`config.mk`:
```
export PLATFORM = sky130hd
export DESIGN_NAME = kaydedici_yazma_hakemi
export DESIGN_NICKNAME = d
export VERILOG_FILES = /design/src/rtl/kaydedici_yazma_hakemi.sv
export SDC_FILE = /design/constraint.sdc
export NUM_CORES = 1
export LEC_CHECK = 0
export CAP_MARGIN = 0
export CORE_MARGIN = 1.5
export CORE_UTILIZATION = 39
export DETAILED_ROUTE_END_ITERATION = 7
export PLACE_DENSITY = 0.75
export SLEW_MARGIN = 20
export SYNTH_ARGS = -nofsm -noshare
export SYNTH_HDL_FRONTEND = slang
export SYNTH_SLANG_ARGS = --single-unit
```
`constraint.sdc`:
```
create_clock -name clk_i -period 4.3 [get_ports clk_i]
set_input_delay 1.29 -clock clk_i [delete_from_list [all_inputs] [get_ports clk_i]]
set_output_delay 1.29 -clock clk_i [all_outputs]
set_load 0.01 [all_outputs]
```
`src/rtl/kaydedici_yazma_hakemi.sv`:
```
// kaydedici_yazma_hakemi
//   Shares the single register-file write port between the ALU writeback path (alu_*) and the
//   load writeback path (bel_*). It uses round-robin arbitration with one grant per cycle. It
//   also keeps a per-register busy scoreboard and stalls decode on RAW/WAW hazards.
//
// Parameters
//   VERI_GENISLIK      write data width
//   ADRES_GENISLIK     register address width (2**ADRES_GENISLIK registers)
//   BASLANGIC_ONCELIK  requester favoured first after reset: 0 = ALU, 1 = load
//
// Ports
//   clk_i, rst_ni                    clock, synchronous active-low reset
//   alu_gecerli_i/hedef_i/sonuc_i    ALU writeback request (valid, rd, data)
//   alu_hazir_o                      ALU request accepted this cycle (comb)
//   bel_gecerli_i/hedef_i/sonuc_i    load writeback request (valid, rd, data)
//   bel_hazir_o                      load request accepted this cycle (comb)
//   rezerv_i, rezerv_hedef_i         decode issues a buyruk writing rezerv_hedef_i
//   kaynak_a_i, kaynak_b_i           rs1 / rs2 of the buyruk in decode
//   durdur_o                         decode stall (comb)
//   regfile_wen_o                    register-file write enable (registered)
//   hedef_adres_o, sonuc_o           register-file rd / write data (registered)
//   mesgul_o                         scoreboard busy bits, bit 0 always 0
//
// Optional feature: macro YAZMA_ILETIM_EN adds the forwarding outputs ilet_a_o/ilet_b_o and
// ilet_a_gecerli_o/ilet_b_gecerli_o. It also masks the busy bit that is being cleared out of
// durdur_o, so decode can issue in the writeback cycle.

module kaydedici_yazma_hakemi #(
    parameter int unsigned VERI_GENISLIK     = 32,
    parameter int unsigned ADRES_GENISLIK    = 5,
    parameter bit          BASLANGIC_ONCELIK = 1'b1
) (
    input  logic                            clk_i,
    input  logic                            rst_ni,

    input  logic                            alu_gecerli_i,
    output logic                            alu_hazir_o,
    input  logic [ADRES_GENISLIK-1:0]       alu_hedef_i,
    input  logic [VERI_GENISLIK-1:0]        alu_sonuc_i,

    input  logic                            bel_gecerli_i,
    output logic                            bel_hazir_o,
    input  logic [ADRES_GENISLIK-1:0]       bel_hedef_i,
    input  logic [VERI_GENISLIK-1:0]        bel_sonuc_i,

    input  logic                            rezerv_i,
    input  logic [ADRES_GENISLIK-1:0]       rezerv_hedef_i,
    input  logic [ADRES_GENISLIK-1:0]       kaynak_a_i,
    input  logic [ADRES_GENISLIK-1:0]       kaynak_b_i,
    output logic                            durdur_o,

    output logic                            regfile_wen_o,
    output logic [ADRES_GENISLIK-1:0]       hedef_adres_o,
    output logic [VERI_GENISLIK-1:0]        sonuc_o,
    output logic [(2**ADRES_GENISLIK)-1:0]  mesgul_o
`ifdef YAZMA_ILETIM_EN
    ,
    output logic [VERI_GENISLIK-1:0]        ilet_a_o,
    output logic [VERI_GENISLIK-1:0]        ilet_b_o,
    output logic                            ilet_a_gecerli_o,
    output logic                            ilet_b_gecerli_o
`endif
);

    localparam int unsigned KAYIT_SAYISI = 2 ** ADRES_GENISLIK;

    // ------------------------------------------------------------------
    // State
    // ------------------------------------------------------------------
    logic                       oncelik_q, oncelik_d;   // 1: load favoured on a tie
    logic                       yaz_q, yaz_d;
    logic [ADRES_GENISLIK-1:0]  hedef_q, hedef_d;
    logic [VERI_GENISLIK-1:0]   sonuc_q, sonuc_d;
    logic [KAYIT_SAYISI-1:0]    mesgul_q, mesgul_d;

    // ------------------------------------------------------------------
    // Arbitration
    // ------------------------------------------------------------------
    logic                       alu_izin, bel_izin, izin_var;
    logic [ADRES_GENISLIK-1:0]  secili_hedef;
    logic [VERI_GENISLIK-1:0]   secili_sonuc;

    always_comb begin
        alu_izin = 1'b0;
        bel_izin = 1'b0;
        // No grants while reset is asserted, so a pending request cannot slip through.
        if (rst_ni) begin
            if (alu_gecerli_i && bel_gecerli_i) begin
                if (oncelik_q) begin
                    bel_izin = 1'b1;
                end else begin
                    alu_izin = 1'b1;
                end
            end else if (alu_gecerli_i) begin
                alu_izin = 1'b1;
            end else if (bel_gecerli_i) begin
                bel_izin = 1'b1;
            end
        end

        // The pointer moves only on a grant and then favours the other requester.
        oncelik_d = oncelik_q;
        if (alu_izin) begin
            oncelik_d = 1'b1;
        end else if (bel_izin) begin
            oncelik_d = 1'b0;
        end
    end

    assign izin_var     = alu_izin | bel_izin;
    assign secili_hedef = bel_izin ? bel_hedef_i : alu_hedef_i;
    assign secili_sonuc = bel_izin ? bel_sonuc_i : alu_sonuc_i;

    // ------------------------------------------------------------------
    // Write stage
    // ------------------------------------------------------------------
    always_comb begin
        // A grant to rd 0 is accepted and its payload is captured, but no write is issued.
        yaz_d   = izin_var && (secili_hedef != '0);
        hedef_d = hedef_q;
        sonuc_d = sonuc_q;
        if (izin_var) begin
            hedef_d = secili_hedef;
            sonuc_d = secili_sonuc;
        end
    end

    // ------------------------------------------------------------------
    // Scoreboard
    // ------------------------------------------------------------------
    logic [KAYIT_SAYISI-1:0] temizle;       // bit being cleared by this cycle's write
    logic [KAYIT_SAYISI-1:0] etkin_mesgul;  // busy bits seen by the hazard check
    logic [KAYIT_SAYISI-1:0] ayir;          // bit being reserved this cycle

    always_comb begin
        temizle = '0;
        for (int unsigned i = 1; i < KAYIT_SAYISI; i++) begin
            temizle[i] = yaz_q && (hedef_q == ADRES_GENISLIK'(i));
        end
    end

    always_comb begin
`ifdef YAZMA_ILETIM_EN
        // The writer forwards its data this cycle, so the clearing bit no longer blocks decode.
        etkin_mesgul = mesgul_q & ~temizle;
`else
        etkin_mesgul = mesgul_q;
`endif
        etkin_mesgul[0] = 1'b0;
    end

    assign durdur_o = rezerv_i & (etkin_mesgul[kaynak_a_i] |
                                  etkin_mesgul[kaynak_b_i] |
                                  etkin_mesgul[rezerv_hedef_i]);

    always_comb begin
        ayir = '0;
        for (int unsigned i = 1; i < KAYIT_SAYISI; i++) begin
            ayir[i] = rezerv_i && !durdur_o && (rezerv_hedef_i == ADRES_GENISLIK'(i));
        end
        // OR-ing the set after the clear lets a new owner win over a retiring write.
        mesgul_d = (mesgul_q & ~temizle) | ayir;
    end

    // ------------------------------------------------------------------
    // Registers
    // ------------------------------------------------------------------
    always_ff @(posedge clk_i) begin
        if (!rst_ni) begin
            oncelik_q <= BASLANGIC_ONCELIK;
            yaz_q     <= 1'b0;
            hedef_q   <= '0;
            sonuc_q   <= '0;
            mesgul_q  <= '0;
        end else begin
            oncelik_q <= oncelik_d;
            yaz_q     <= yaz_d;
            hedef_q   <= hedef_d;
            sonuc_q   <= sonuc_d;
            mesgul_q  <= mesgul_d;
        end
    end

    // ------------------------------------------------------------------
    // Outputs
    // ------------------------------------------------------------------
    assign alu_hazir_o   = alu_izin;
    assign bel_hazir_o   = bel_izin;
    assign regfile_wen_o = yaz_q;
    assign hedef_adres_o = hedef_q;
    assign sonuc_o       = sonuc_q;
    assign mesgul_o      = mesgul_q;

`ifdef YAZMA_ILETIM_EN
    assign ilet_a_gecerli_o = yaz_q && (hedef_q == kaynak_a_i) && (kaynak_a_i != '0);
    assign ilet_b_gecerli_o = yaz_q && (hedef_q == kaynak_b_i) && (kaynak_b_i != '0);
    assign ilet_a_o         = sonuc_q;
    assign ilet_b_o         = sonuc_q;
`endif

endmodule

```
# --- After elaboration in Yosys (flattened, before gate mapping) ---
# Cells that the tools add are included.
word_totals:
  register_bits: 71
  latchBits: 0
  ram_bits: 0
  rom_bits: 0
  inputBits: 94
  out_inout_bits: 73
  wordCells: 163
  n_memories: 0
op_classes:
  n_addsub: 0
  multipliers: 0
  div: 0
  order_cmp: 3
  eq_ne: 62
  n_shift: 0
  muxes: 17
  bitwise_logic: 8
  reduce_logical: 68
op_table:
  columns: ["operator", "n"]
  rows:
  - ["== test 5 bit, second input constant", 32]
  - ["== test 5 x 4 -> 1 bit, second input constant", 16]
  - ["logical AND 1 bit", 65]
  - ["== test 5 x 3 -> 1 bit, second input constant", 8]
  - ["bitwise AND 32 bit", 1]
  - ["two-way mux 32 bit", 1]
  - ["NOT 32 bit", 1]
  - ["bitwise OR 32 bit", 1]
  - ["== test 5 x 2 -> 1 bit, second input constant", 4]
  - ["less-than comparator 5 x 6 -> 1 bit, second input constant", 3]
  - ["binary-select mux 1 bit (select 5 bit)", 3]
  - ["two-way mux 1 bit", 12]
  - ["== test 5 x 1 -> 1 bit, second input constant", 2]
  - ["two-way mux 5 bit", 1]
  - ["nonzero test 5 bit", 1]
  - ["bitwise OR 1 bit", 3]
  - ["OR reduction 2 bit", 1]
  - ["bitwise AND 1 bit", 1]
  - ["zero test 1 bit", 1]
  - ["NOT 1 bit", 1]

# --- Logic depth before layout (Yosys ltp) ---
# Gate-level depths: netlist of the first run.
logic_depth:
  depth_word: 9
  ltp_mapped: 9
  ltp_nobuf: 6

# --- Least setup slack after synthesis of the first run ---
# OpenSTA, ideal clock, no wires.
synth_timing:
  path_type: "input port to output port"
  startpoint: "in rezerv_hedef_i[1]"
  endpoint: "out durdur_o"
  arrival_time_ns: 2.958
  required_ns: 3.010
  setup_slack_ns: 0.052
  path_stages: 7
  n_path_buf: 1
  path_cell_list: "clkbuf_1 > mux2_1 > a221o_1 > a311o_1 > nand4_1 > nand3_1 > and2_1"
synth_via:
  elab_chain_len: 4
synth_lines:
  columns: ["element", "line", "rtl"]
  rows:
  - ["start: declaration", "47", "input logic [ADRES_GENISLIK-1:0] rezerv_hedef_i,"]
  - ["binary-select mux 1 bit (select 5 bit)", "154", "etkin_mesgul[rezerv_hedef_i]);"]
  - ["two-way mux 1 bit (implied by the code)", "154", null]
  - ["bitwise OR 1 bit", "153", "etkin_mesgul[kaynak_b_i] |"]
  - ["bitwise AND 1 bit", "152", "assign durdur_o = rezerv_i & (etkin_mesgul[kaynak_a_i] |"]
  - ["end: declaration", "50", "output logic durdur_o,"]
# Every way passes these cells. The select of a mux whose other input is x is not followed.

# --- Final worst setup path of the first run ---
layout_timing:
  startpoint: "in kaynak_a_i[0]"
  endpoint: "out durdur_o"
layout_via:
  elab_chain_len: 5
layout_lines:
  columns: ["element", "line", "rtl"]
  rows:
  - ["start: declaration", "48", "input logic [ADRES_GENISLIK-1:0] kaynak_a_i,"]
  - ["binary-select mux 1 bit (select 5 bit)", "152", null]
  - ["two-way mux 1 bit (implied by the code)", "152", null]
  - ["bitwise OR 1 bit", "152", null]
  - ["bitwise OR 1 bit", "153", null]
  - ["bitwise AND 1 bit", "152", null]
# Every way passes these cells. The select of a mux whose other input is x is not followed.

==> run summary, run 1 <==
DR WL/cell: 17.4 um
Crit share post-route: 1.02
Max H-tree Level: 3
Mean number of vias per cell: 5.63
Synth Flop Type: dfxtp_1
Number of global-route vias before repair: 4381
Die W: 104 um
Post-synth top cells: nand2_1, dfxtp_1, nor2_1, a311oi_1, o211ai_1
Peak supply drop: 0.165 mV
Min Clock Period, post-route: 4.37 ns
Syn Std Cell Area: 3940 um2
Post-Syn Nets: 574
Top-count cell post-synth: nand2_1
Slew @ Worst Pin: 1.12 ns
Global-route wire length before repair: 22200 um
DP HPWL: 10300 um
Slowest-stage cell, CP: mux4_2
Failing checks: negative setup slack
Drc violations: 0
Final wirelength: 13900 um
Starting DRT DRC Count: 229
Cell internal pwr: 1.24 mW
Die height: 104 um
Comb pwr share: 0.240
Share of cells above drive strength 1: 0.157
Syn. warnings: 0
Final setup fails: 1
Max incr delay on CP: 0.48 ns
Static Leak: 2.29 nW
Clk sink count: 70
Worst hold path type: reg -> reg
CTS max path bufs: 2
Max cap viols: 0
Critical path class: in -> out
Ant. Diodes: 0
Fillers: 859
Core Area: 9770 um2
Unique masters post-synth: 41
Antenna Nets Post-Route: 0
P per Cell Area: 271 nW/um2
Final hold vios: 0
Reg clk slew, reported paths: 0.08 ns
Initial antenna violation count: 0
Yosys top cell area share: 0.355
Async set-or-reset flop fraction in the synthesized netlist: 0
Port bufs: 165
Placement Setup Slack: -0.819 ns
Main area contributors after synthesis: dfxtp_1, mux4_2, nand2_1, a311oi_1, o211ai_1
Sw power: 0.446 mW
Nature of the critical path endpoint: output pin
Gr ovfl total: 0
Pin count of the biggest net entering global routing: 64
Worst Hold Launch: sonuc_o[16]
Overall global routing resource usage: 0.257
Flop-to-flop setup slack: 0.82 ns
Placer Congestion: 0.903
Status: finished, violations left
Worst skew pair latency: 0.35 ns
CP Cell Sequence: buf_8, buf_6, buf_6, mux4_2, mux2i_1, nor2_1, a2111oi_2, nand3_1, and2_1, buf_2
1st-pass router iterations: 5
Dominant cell type by area after synthesis: dfxtp_1
TritonCTS clock tree: yes
Top-level port count: 167
Clock Skew: 0.00800 ns
Hold path depth: 2
Hold Crit Endpoint: sonuc_o[16]
Part of the Yosys area used for sequential elements: 0.355
Hold WS: 0.496 ns
Worst r2r dst: mesgul_o[31]
FMAX: 229 MHz
CTS Buf Count: 9
Worst Path Required: 3.01 ns
Die ar.: 10700 um2
Reg power frac: 0.417
Nets@finish: 753
Synth Instances: 480
Avg Cell Area, Syn: 8.22 um2
Register bit total from synthesis: 70
Power, Total: 1.69 mW
Largest fanout on the critical path: 2
Fin util: 0.637
Reg2reg start: mesgul_o[31]
Starting Density: 0.403
Worst Path Arrival: 3.08 ns
Clk pwr share: 0.343
Startpoint types: input port
Root Driver: clkbuf_8
Number of cell rows: 36
RSZ-0062 raised after global routing: yes
Slew HR: 0.250
Slew Limit Fails: 0
Switching part of the total: 0.264
Setup ws final: -0.0658 ns
Cts-stage hold buffer count: 0
Post-synth EDFFs: 0
Cell mode on critical path: buf_6
Worst R2R Path Depth: 17
Layout area overhead: 57.9%
DR vias: 4490
[placed cells by master (no fill, tap or decap), drive strengths merged, types with 2 or more instances in the layout]
cell / count
clkdlybuf4s50: 154
nand2: 109
dfxtp: 70
buf: 53
nor2: 46
a311oi: 37
o21ai: 34
o211ai: 30
mux4: 19
nand3: 13
clkbuf: 12
nor3: 11
mux2i: 10
inv: 7
nor2b: 6
nor3b: 5
nand2b: 4
mux2: 4
a21oi: 3
nand3b: 3
nand4: 3
and3: 3
dlygate4sd2: 3
or2: 2
o22ai: 2
clkinv: 2
bufinv: 2
clkdlybuf4s15: 2
[critical path, delay by kind of cell]
family                 cells  cell delay (ns)
multiplexers               2             0.63
AND/OR/NAND/NOR            3             0.41
buffers and inverters      4             0.37
AO/OA/AOI/OAI              1             0.36
[flip-flops by register name, indices dropped and copies added, names as in the netlist]
signal / cells
mesgul_o: 31
sonuc_o: 32
regfile_wen_o: 1
hedef_adres_o: 5
oncelik_q: 1
[per-stage QoR]
step / setup TNS [ns] / area (um2) / instances
2_1_floorplan: 0 / 3940 / 480
3_3_place_gp: -0.813 / 5870 / 770
3_5_place_dp: -0.819 / 5870 / 770
4_1_cts: 0 / 6210 / 799
5_1_grt: -0.0882 / 6230 / 797
6_report: -0.0658 / 6230 / 797
[worst max path at each step]
stage	to	slack (ns)	cells past startpoint	startpoint
global placement	durdur_o	-0.81	9	kaynak_b_i[1]
finish	durdur_o	-0.07	10	kaynak_a_i[0]
detailed placement	durdur_o	-0.82	9	kaynak_b_i[1]
global route	durdur_o	-0.09	10	kaynak_a_i[0]
floorplan	durdur_o	0.05	7	rezerv_hedef_i[1]
CTS	durdur_o	0.0003	9	kaynak_a_i[2]
[routing by layer]
layer,track usage,routed length [um],vias up
li1,-,-,2114
met1,0.314,5570,2096
met2,0.412,6440,245
met3,0.0868,1440,35
met4,0.117,427,0
met5,0,0,-
[cell families (layout without fill, tap and decap cells)]
kind of cell	Yosys count	in the layout	synth area share
AOI/OAI and AO/OA	115	115	0.215
buffers and inverters	52	236	0.0546
DFF	70	70	0.355
muxes	33	33	0.145
other	1	1	0.000951
and+or+nand+nor	209	209	0.229
[what timing repair did]
action / CTS / global route
setup endpoints to repair: 1 / 32
cloned: 1 / 0
gates resized for setup: 34 / 14
setup buffers: 15 / 0
pin swaps: 7 / 4
[cell type report]
class                      instances  area (um2)  share of cell area
clock buffer                      12         145              0.0233
sequential                        70        1400               0.225
clock inverter                     4        70.1              0.0113
inverter                           7        26.3             0.00422
multi-input combinational        358        2380               0.382
tap                              133         166              0.0267
timing repair buffer             213        2040               0.327
[power groups by stage]
stage | logic, mW | clock network, mW | registers, mW
after floorplan | 0.155 | 0 | 0.729
after global placement | 0.375 | 0 | 0.717
after detailed placement | 0.379 | 0 | 0.719
after CTS | 0.403 | 0.592 | 0.704
after global routing | 0.436 | 0.627 | 0.708
final | 0.406 | 0.579 | 0.704
(Power assumes the default switching activity.)
==> run 2: changes to the inputs <==
--- a/config.mk
+++ b/config.mk
@@ -9,6 +9,7 @@
 export CORE_MARGIN = 1.5
 export CORE_UTILIZATION = 39
 export DETAILED_ROUTE_END_ITERATION = 7
+export HOLD_SLACK_MARGIN = 0.1
 export PLACE_DENSITY = 0.75
 export SLEW_MARGIN = 20
 export SYNTH_ARGS = -nofsm -noshare
==> results of run 2 <==
Final layout, timing and power as in run 1 (identical DEF).
==> run 3: changes to the inputs <==
--- a/config.mk
+++ b/config.mk
@@ -6,11 +6,14 @@
 export NUM_CORES = 1
 export LEC_CHECK = 0
 export CAP_MARGIN = 0
+export CELL_PAD_IN_SITES_DETAIL_PLACEMENT = 0
+export CELL_PAD_IN_SITES_GLOBAL_PLACEMENT = 1
+export CORE_ASPECT_RATIO = 0.7
 export CORE_MARGIN = 1.5
-export CORE_UTILIZATION = 39
+export CORE_UTILIZATION = 27
 export DETAILED_ROUTE_END_ITERATION = 7
 export HOLD_SLACK_MARGIN = 0.1
-export PLACE_DENSITY = 0.75
+export PLACE_DENSITY = 0.74
 export SLEW_MARGIN = 20
 export SYNTH_ARGS = -nofsm -noshare
 export SYNTH_HDL_FRONTEND = slang
==> run 3 against run 2 <==
The run now ends clean. Worst hold slack got worse by 0.0041 ns. Routed wire length increased by 13%. Sequential share of layout area decreased by 0.59 points. First-iteration DRC count increased by 61%. Critical path type unchanged. Largest cell class unchanged.
==> run summary, run 3 (synthesis results as in run 1) <==
Die height: 104 um (+0.54%)
TritonCTS clock tree: yes
Most frequent cells in the layout: clkdlybuf4s50_1, nand2_1, dfxtp_1
Worst hold path type: reg -> reg
Final setup fails: 0 (-1)
Nature of the critical path endpoint: output pin
RSZ-0062 raised after global routing: yes
Worst R2R Path Depth: 7 (-10)
Drc violations: 0 (unchanged)
Multi-input logic area: 2390 um2 (+0.53%)
Fin util: 0.453 (-0.184)
Crit path max-delay family: buffers and inverters
Slew HR: 0.462 (+0.212)
Area post-placement: 6020 um2 (+2.5%)
CTS Buf Count: 9 (unchanged)
Gr ovfl total: 0 (unchanged)
1st-pass router iterations: 5 (unchanged)
Max H-tree Level: 3 (unchanged)
Layout area overhead: 62.1%
Worst skew pair latency: 0.33 ns (-0.02 ns)
DR WL/cell: 18.3 um (+5.1%)
Antenna Nets Post-Route: 0 (unchanged)
Die ar.: 15400 um2 (+43%)
Core Area: 14100 um2 (+44%)
Pin count of the biggest net entering global routing: 76 (+19%)
Initial antenna violation count: 0 (unchanged)
Reg2reg start: mesgul_o[6]
Reg clk slew, reported paths: 0.05 ns (-0.03 ns)
DP HPWL: 12000 um (+16%)
Status: completed
Final Cell Area: 6390 um2 (+2.7%)
CTS max path bufs: 2 (unchanged)
Top-level port count: 167 (unchanged)
Clock Skew: 0.00889 ns (+0.000891 ns)
Max cap viols: 0 (unchanged)
Overall global routing resource usage: 0.205 (-0.0526)
Crit share post-route: 0.999 (-0.0167)
Peak supply drop: 0.187 mV (+13%)
Setup crit end: durdur_o
Root Driver: clkbuf_16
Fillers: 1394 (+62%)
Clk sink count: 70 (unchanged)
Global-route wire length before repair: 24600 um (+11%)
Port bufs: 165 (unchanged)
Slew Limit Fails: 0 (unchanged)
Number of global-route vias before repair: 4357 (-0.55%)
Final hold vios: 0 (unchanged)
Starting Density: 0.280 (-0.124)
Die W: 147 um (+42%)
Startpoint types: input port
Mean number of vias per cell: 5.27 (-6.5%)
Static Leak: 2.35 nW (+2.6%)
Critical path class: in -> out
Slew @ Worst Pin: 0.806 ns (-0.317 ns)
Ant. Diodes: 0 (unchanged)
Largest fanout on the critical path: 6 (+4)
FF+latch area: 1400 um2 (unchanged)
Slowest-stage cell, CP: clkdlybuf4s50_1
Worst r2r dst: mesgul_o[31]
CP Cell Sequence: clkdlybuf4s50_1, mux2i_1, nor2_1, a2111oi_2, nand3_2, and2_4, buf_6
Share of cells above drive strength 1: 0.176 (+0.0198)
Min Clock Period, post-route: 4.29 ns (-0.0719 ns)
Worst Path Arrival: 3.00 ns (-0.08 ns)
Flop-to-flop setup slack: 1.98 ns (+1.16 ns)
CP Launch Point: kaynak_a_i[3]
Max reg flops: 32 (unchanged)
Max incr delay on CP: 0.64 ns (+0.16 ns)
Hold WS: 0.492 ns (-0.00407 ns)
Commonest non-fill, non-tap cell in the layout: clkdlybuf4s50_1
Number of cell rows: 36 (unchanged)
Starting DRT DRC Count: 368 (+61%)
Critical path buffers and inverters: 2 (-2)
Final wirelength: 15700 um (+13%)
DR vias: 4523 (+0.73%)
Placer Congestion: 0.919 (+1.7%)
Nets@finish: 760 (+0.93%)
WP depth: 7 (-3)
P per Cell Area: 277 nW/um2 (+2.0%)
FMAX: 233 MHz (+1.7%)
Worst Path Required: 3.01 ns (about the same)
==> run 3: changes by cell type in the layout (fill, tap and decap cells not counted), sizes merged <==
cell           before  now
clkbuf             12   14
dlygate4sd2         3    1
buf                53   60
clkinvlp            0    2
bufinv              2    0
clkdlybuf4s15       2    0
==> run 3: cell type report <==
cell class | count | area share
Multi-Input combinational cell | 358 | 0.374
Tap cell | 190 | 0.0372
Clock buffer | 10 | 0.0374
Clock inverter | 4 | 0.00391
Inverter | 7 | 0.00411
Sequential cell | 70 | 0.219
Timing Repair Buffer | 220 | 0.324
==> run 3: through the flow <==
stage | total power [mW] | std cells | setup TNS (ns) | worst slack [ns]
after global placement | 1.10 | 837 | -0.956 | -0.956
after global routing | 1.85 | 859 | -0.0591 | -0.0591
after floorplan | 0.884 | 480 | 0 | 0.0519
after CTS | 1.79 | 857 | -0.0376 | -0.0376
final | 1.77 | 859 | 0 | 0.00617
after detailed placement | 1.11 | 837 | -0.963 | -0.963
==> run 3: power by group <==
part / total (mW) / internal, mW / switching (mW) / leakage (nW)
logic: 0.399 / 0.212 / 0.187 / 1.65
registers: 0.705 / 0.681 / 0.0242 / 0.573
clock network: 0.665 / 0.397 / 0.268 / 0.126
==> run 3: worst min-delay path by stage <==
stage                      startpoint     endpoint  slack [ns]  depth (start not counted)
final                     sonuc_o[25]  sonuc_o[25]        0.49                          2
after global routing       sonuc_o[3]   sonuc_o[3]        0.51                          2
after CTS                  sonuc_o[9]   sonuc_o[9]        0.50                          2
after detailed placement   sonuc_o[9]   sonuc_o[9]        0.49                          2
after global placement      oncelik_q    oncelik_q        0.48                          2
after floorplan             oncelik_q    oncelik_q        0.46                          2
==> run 3: what timing repair did <==
item                       4_1_cts  5_1_grt
setup buffers                    6        3
hold buffers                     0        0
pin swaps                        7        5
gates resized for setup         42       18
setup endpoints to repair        1        1
==> run 3: metal layers <==
| metal | part of all wire | global-route usage |
|---|---|---|
| met1 | 0.45 | 0.274 |
| met3 | 0.088 | 0.0632 |
| met4 | 0.021 | 0.0593 |
| met2 | 0.44 | 0.316 |
| met5 | 0 | 0 |
==> run 3: worst reg2reg max path: stages, from the launching register on <==
cell	delay [ns]
dfxtp_1	0.39
mux4_2	0.52
nor2b_2	0.14
o32ai_2	0.10
a2111oi_2	0.37
nand3_2	0.18
buf_4	0.28
o31ai_1	0.26
